[src/rtl/capture_pkg.sv]
// capture_pkg: shared state encoding for the capture sequencer.
package capture_pkg;
    localparam int STATE_W = 3;
    typedef enum logic [STATE_W-1:0] {
        IDLE  = 3'd0,
        PRE   = 3'd1,
        ARMED = 3'd2,
        POST  = 3'd3,
        DONE  = 3'd4
    } state_e;
endpackage

[src/rtl/cap_timeout_cnt.sv]
// cap_timeout_cnt: clearable clock counter that pulses expire_o on the cycle the count reaches a nonzero limit.
module cap_timeout_cnt #(
    parameter int W = 32
) (
    input  logic         clk,
    input  logic         rst,
    input  logic         clr_i,
    input  logic         en_i,
    input  logic [W-1:0] limit_i,
    output logic         expire_o
);
    logic [W-1:0] cnt_q;
    // the enabled cycle that would make the count equal the limit is the expiry cycle
    assign expire_o = en_i && (limit_i != '0) && (cnt_q + W'(1) == limit_i);
    always_ff @(posedge clk or posedge rst) begin
        if (rst) cnt_q <= '0;
        else if (clr_i) cnt_q <= '0;
        else if (en_i) cnt_q <= cnt_q + W'(1);
    end
endmodule

[src/rtl/capture_ctrl.sv]
// capture_ctrl: arms the matcher, fills the circular capture RAM around a trigger
// (or timeout) and reports the frozen buffer window.
module capture_ctrl
    import capture_pkg::*;
#(
    parameter int DATA_WIDTH = 32,
    parameter int ADDR_WIDTH = 10,
    parameter int TRIG_LAT   = 2,
    parameter int TO_WIDTH   = 32
) (
    input  logic                  clk,
    input  logic                  rst,
    input  logic                  cfg_start,
    input  logic                  cfg_abort,
    input  logic [ADDR_WIDTH-1:0] cfg_pre_depth,
    input  logic [ADDR_WIDTH-1:0] cfg_post_depth,
    input  logic [TO_WIDTH-1:0]   cfg_timeout,
    input  logic [DATA_WIDTH-1:0] cap_data,
    input  logic                  cap_data_vld,
    input  logic                  tri_succeed,
    output logic                  trigger_enable,
    output logic                  wr_en,
    output logic [ADDR_WIDTH-1:0] wr_addr,
    output logic [DATA_WIDTH-1:0] wr_data,
    output logic [ADDR_WIDTH-1:0] trig_addr,
    output logic [ADDR_WIDTH-1:0] rd_base,
    output logic                  busy,
    output logic                  done,
    output logic                  timed_out,
    output logic                  aborted
);
    state_e                  state_q, state_d;
    logic [ADDR_WIDTH-1:0]   ptr_q, ptr_d, pre_cnt_q, pre_cnt_d, post_cnt_q, post_cnt_d;
    logic [ADDR_WIDTH-1:0]   trig_addr_q, trig_addr_d, rd_base_q, rd_base_d, trig_new;
    logic                    timed_out_q, timed_out_d, aborted_q, aborted_d;
    logic                    te_q, wr_en_q, expire, wr;
    logic [ADDR_WIDTH-1:0]   wr_addr_q;
    logic [DATA_WIDTH-1:0]   wr_data_q;

    cap_timeout_cnt #(.W(TO_WIDTH)) u_timeout (
        .clk      (clk),
        .rst      (rst),
        .clr_i    (state_q != ARMED),
        .en_i     (state_q == ARMED),
        .limit_i  (cfg_timeout),
        .expire_o (expire)
    );

    assign busy     = (state_q == PRE) || (state_q == ARMED) || (state_q == POST);
    assign done     = state_q == DONE;
    assign wr       = busy && cap_data_vld;
    // the matcher reports TRIG_LAT samples after the triggering one entered
    assign trig_new = ptr_q - ADDR_WIDTH'(TRIG_LAT);

    always_comb begin
        state_d     = state_q;
        ptr_d       = wr ? ptr_q + ADDR_WIDTH'(1) : ptr_q;
        pre_cnt_d   = pre_cnt_q;
        post_cnt_d  = post_cnt_q;
        trig_addr_d = trig_addr_q;
        rd_base_d   = rd_base_q;
        timed_out_d = timed_out_q;
        aborted_d   = aborted_q;
        if (cfg_abort) begin
            state_d     = IDLE;
            aborted_d   = aborted_q || busy;
            timed_out_d = 1'b0;
        end else begin
            case (state_q)
                IDLE, DONE: if (cfg_start) begin
                    state_d     = (cfg_pre_depth != '0) ? PRE : ARMED;
                    ptr_d       = '0;
                    pre_cnt_d   = '0;
                    post_cnt_d  = '0;
                    timed_out_d = 1'b0;
                    aborted_d   = 1'b0;
                end
                PRE: if (wr) begin
                    pre_cnt_d = pre_cnt_q + ADDR_WIDTH'(1);
                    state_d   = (pre_cnt_d == cfg_pre_depth) ? ARMED : PRE;
                end
                ARMED: if (tri_succeed) begin
                    trig_addr_d = trig_new;
                    rd_base_d   = trig_new - cfg_pre_depth;
                    state_d     = (cfg_post_depth != '0) ? POST : DONE;
                end else if (expire) begin
                    trig_addr_d = ptr_q;
                    rd_base_d   = ptr_q - cfg_pre_depth;
                    state_d     = DONE;
                    timed_out_d = 1'b1;
                end
                POST: if (wr) begin
                    post_cnt_d = post_cnt_q + ADDR_WIDTH'(1);
                    state_d    = (post_cnt_d == cfg_post_depth) ? DONE : POST;
                end
                default: state_d = IDLE;
            endcase
        end
    end

    always_ff @(posedge clk or posedge rst) begin
        if (rst) begin
            state_q     <= IDLE;
            ptr_q       <= '0;
            pre_cnt_q   <= '0;
            post_cnt_q  <= '0;
            trig_addr_q <= '0;
            rd_base_q   <= '0;
            timed_out_q <= 1'b0;
            aborted_q   <= 1'b0;
            te_q        <= 1'b0;
            wr_en_q     <= 1'b0;
            wr_addr_q   <= '0;
            wr_data_q   <= '0;
        end else begin
            state_q     <= state_d;
            ptr_q       <= ptr_d;
            pre_cnt_q   <= pre_cnt_d;
            post_cnt_q  <= post_cnt_d;
            trig_addr_q <= trig_addr_d;
            rd_base_q   <= rd_base_d;
            timed_out_q <= timed_out_d;
            aborted_q   <= aborted_d;
            te_q        <= state_q == ARMED;
            wr_en_q     <= wr && !cfg_abort;
            wr_addr_q   <= ptr_q;
            wr_data_q   <= cap_data;
        end
    end

    assign trigger_enable = te_q;
    assign wr_en          = wr_en_q;
    assign wr_addr        = wr_addr_q;
    assign wr_data        = wr_data_q;
    assign trig_addr      = trig_addr_q;
    assign rd_base        = rd_base_q;
    assign timed_out      = timed_out_q;
    assign aborted        = aborted_q;
endmodule

[config.mk]
export PLATFORM = sky130hd
export DESIGN_NAME = capture_ctrl
export DESIGN_NICKNAME = d
export VERILOG_FILES = /design/src/rtl/capture_pkg.sv /design/src/rtl/cap_timeout_cnt.sv /design/src/rtl/capture_ctrl.sv
export SDC_FILE = /design/constraint.sdc
export NUM_CORES = 1
export LEC_CHECK = 0
export ABC_AREA = 0
export BUFFER_PORTS_ARGS = -buffer_cell sky130_fd_sc_hd__buf_2
export CORE_UTILIZATION = 38
export DETAILED_ROUTE_END_ITERATION = 16
export HOLD_SLACK_MARGIN = 0.03
export PLACE_DENSITY = 0.64
export SETUP_SLACK_MARGIN = 0.4
export SKIP_CTS_REPAIR_TIMING = 1
export SYNTH_ARGS = -nofsm -noshare
export SYNTH_HDL_FRONTEND = slang
export SYNTH_HIERARCHICAL = 1
export SYNTH_SLANG_ARGS = --single-unit
[constraint.sdc]
create_clock -name clk -period 8.5 [get_ports clk]
set_clock_uncertainty 0.15 [all_clocks]
set_input_delay 2.125 -clock clk [delete_from_list [all_inputs] [get_ports clk]]
set_output_delay 2.125 -clock clk [all_outputs]
set_load 0.01 [all_outputs]
==> run_results.csv <==
group,metric,value,unit
setup_path,timing.critical_path.slowest_stage_cell,"o311ai_0",
pwr,worst_ir_drop_vdd,0.144,mV
die,initial_core_util,39.3,%
logic_synthesis,post_synth.cell_area_avg,9.20,um2
cts,tritoncts,"built",
run,maxCapViolations,0,
cts,clock_tree.buffer_depth,2,
setup_path,cp_cell_sequence,"buf_2, xor2_1, a2111oi_0, nand2_1, a31oi_1, and4_1, nand4_1, a2111oi_2, nor4b_1, o311ai_0, mux2_2, or3_1",
timing,fin_setup_tns,0,ns
layout,n_antenna_cell,0,
cts,tritoncts_num_sinks,131,
global_route,grt_pass1_vias,6447,
logic_synthesis,synth.net_count,951,
routing,vias,6680,
setup_path,arrival_time_at_the_worst_endpoint,5.43,ns
logic_synthesis,post-synth-top-area-fraction,42.2,%
die,die-height,145,um
pwr,cellPowerDensity,183,nW/um2
global_route,grt-ovfl-total,0,
pwr,sw_ratio,30.1,%
routing,first_iter_violations,441,
pwr,internal_power,1.19,mW
logic_synthesis,synthDistinctLibCells,75,
cts,numCtsBuffers,17,
global_route,grt.total_usage,19.8,%
timing,finalSetupViolCount,0,
timing,timing.slew.headroom,31.7,%
placement,dpl.hpwl,14900,um
hold_path,holdCritPathClass,"register to register",
pwr,power.share.clock,44.1,%
setup_path,timing.critical_path.from_type,"input pin",
die,pin_count,158,
pwr,power.combinational.fraction,16.3,%
logic_synthesis,synthArstFlopShare,100,%
logic_synthesis,synth-seq-cells,131,
placement,place.port_buffers,157,
setup_path,crit_type,"input pin to register",
setup_path,timing.critical_path.fanout_max,5,
logic_synthesis,syn_inst,845,
placement,place_congestion,0.900,
routing,detail_route.drc_violations,0,
routing,routed_wl,20300,um
outcome,outcome,"finished clean",
pwr,share_seq_of_total_power,39.6,%
logic_synthesis,synth_seq_area_share,42.2,%
placement,worst_setup_slack_after_placement,2.82,ns
layout,syn2layout_area_growth,20.0,%
pwr,power_leakage,4.15,nW
cts,cts.reportedPaths.clkPinSlew,0.06,ns
cts,ctsHtreeMaxLevel,4,
setup_path,critical_path.endpoint_type,"register",
timing,tightest_slew,1.02,ns
logic_synthesis,synth_warnings,6,
die,std_cell_rows,51,
timing,finalCriticalPeriod,5.29,ns
placement,placed_cells,1228,
routing,via_per_inst,5.30,
setup_path,crit_required,8.65,ns
routing,dr_pass1_iterations,5,
timing,drv_slew,0,
die,floorplan.die.width,145,um
logic_synthesis,synth_flop_cell,"dfrtp_1",
layout,layoutNonFillerInstCount,1260,
timing,final_min_period_over_clock_period,62.2,%
cts,clock-root-buffer,"clkbuf_16",
timing,maximum_clock_frequency,189,MHz
logic_synthesis,synth_enable_flop_cells,0,
die,placeableCoreArea,19800,um2
setup_path,critical-path-max-stage-delay,0.75,ns
layout,final_layout_size_suffix_gt1_share,22.8,%
global_route,grt_pass1_wl,33400,um
global_route,grt_max_degree,65,
global_route,number_of_antenna_violations_at_the_first_check_in_global_routing,0,
timing,worst_slack,3.21,ns
logic_synthesis,syn_area,7780,um2
pwr,power.net_switching,0.514,mW
routing,antenna_violating_nets_post_route,0,
logic_synthesis,yosysTopAreaCell,"dfrtp_1",
die,die_area,21000,um2
timing,grt_setup_unrepaired,"false",
layout,fillers,1937,
routing,wl_per_cell,16.1,um
cts,clock_insertion_delay_worst_skew,0.42,ns
layout,nets,1088,
timing,finalHoldViolCount,0,
setup_path,setup.reg_to_reg.worst_slack,3.41,ns
layout,final_core_util,47.2,%
logic_synthesis,synthTopCellsByArea,"dfrtp_1, xnor2_1, xor2_1",
## placed cells by master (no fill, tap or decap), drive strengths merged, types with 21 or more instances in the layout
master	Yosys	layout
a21oi	26	26
buf	18	162
dfrtp	131	131
inv	28	40
nand2	92	92
nand3	35	35
nand4	32	32
nor2	84	84
nor3	21	21
nor4	28	28
o21ai	48	48
xnor2	72	72
xor2	46	46
## power by group through the flow
stage          clock, mW  combinational [mW]  sequential (mW)
2_1_floorplan          0               0.181            0.688
3_3_place_gp           0               0.274            0.687
6_report           0.752               0.279            0.676
5_1_grt            0.793               0.312            0.680
3_5_place_dp           0               0.279            0.687
4_1_cts            0.770               0.281            0.676
## cell usage after synthesis, types with 23 or more instances
| master | number |
|---|---|
| nand3_1 | 34 |
| o21ai_0 | 47 |
| xnor2_1 | 72 |
| xor2_1 | 46 |
| nand4_1 | 28 |
| nor4_1 | 23 |
| inv_1 | 28 |
| dfrtp_1 | 131 |
| nor2_1 | 83 |
| a21oi_1 | 25 |
| clkbuf_1 | 25 |
| nand2_1 | 91 |
## registers in the layout, summed over array words and instances (netlist names)
register,flops
u_timeout/cnt_q,32
wr_data,32
post_cnt_q,10
pre_cnt_q,10
ptr_q,10
rd_base,10
trig_addr,10
wr_addr,10
state_q,3
aborted,1
timed_out,1
trigger_enable,1
wr_en,1
## kinds of logic after synthesis
group,count (synthesis),share of synthesized area [%]
XOR/XNOR,119,13.6
buffers and inverters,72,4.10
multiplexers,9,1.19
flip-flops,131,42.2
AO/OA/AOI/OAI,130,10.8
adder cells (fa/ha/maj),16,2.67
AND/OR/NAND/NOR,368,25.5
## final timing paths
kind / startpoint / endpoint / depth (start not counted)
max: cfg_timeout[1] / state_q[1] / 12
min: trig_addr[5] / trig_addr[5] / 2
max reg2reg: state_q[1] / state_q[1] / 16
min reg2reg: trig_addr[5] / trig_addr[5] / 2
max in group asynchronous: rst / pre_cnt_q[1] / 3
min in group asynchronous: rst / trigger_enable / 2
## worst max-delay path: cells and delay by family
family	cells	cell delay, ns
AO/OA/AOI/OAI	4	1.74
buffers and inverters	1	0.11
multiplexers	1	0.41
AND/OR/NAND/NOR	5	0.93
XOR/XNOR	1	0.13
## layout make-up
cell class / instances / area (um2) / area share, %
well taps: 265 / 332 / 3.55
inverters: 28 / 108 / 1.15
clock buffers: 17 / 425 / 4.56
repair buffers: 162 / 823 / 8.83
flip-flops and latches: 131 / 3280 / 35.1
multi-input cells: 642 / 4190 / 44.9
clock inverters: 15 / 178 / 1.90
## metrics by stage
stage          total power [mW]  cell area [um2]  hold WS [ns]
2_1_floorplan             0.869             7780         0.224
3_3_place_gp              0.961             8730         0.306
3_5_place_dp              0.966             8730         0.312
4_1_cts                    1.73             9330         0.328
5_1_grt                    1.79             9330         0.343
6_report                   1.71             9330         0.321
## metal layers
metal / wire (um) / share of wire [%] / global-route usage, %
met1: 9380 / 46 / 26.7
met5: 0 / 0 / 0
met3: 987 / 4.9 / 4.15
met4: 298 / 1.5 / 6.68
met2: 9610 / 47 / 31.6
Note: power is estimated with default switching activity, not from simulation.
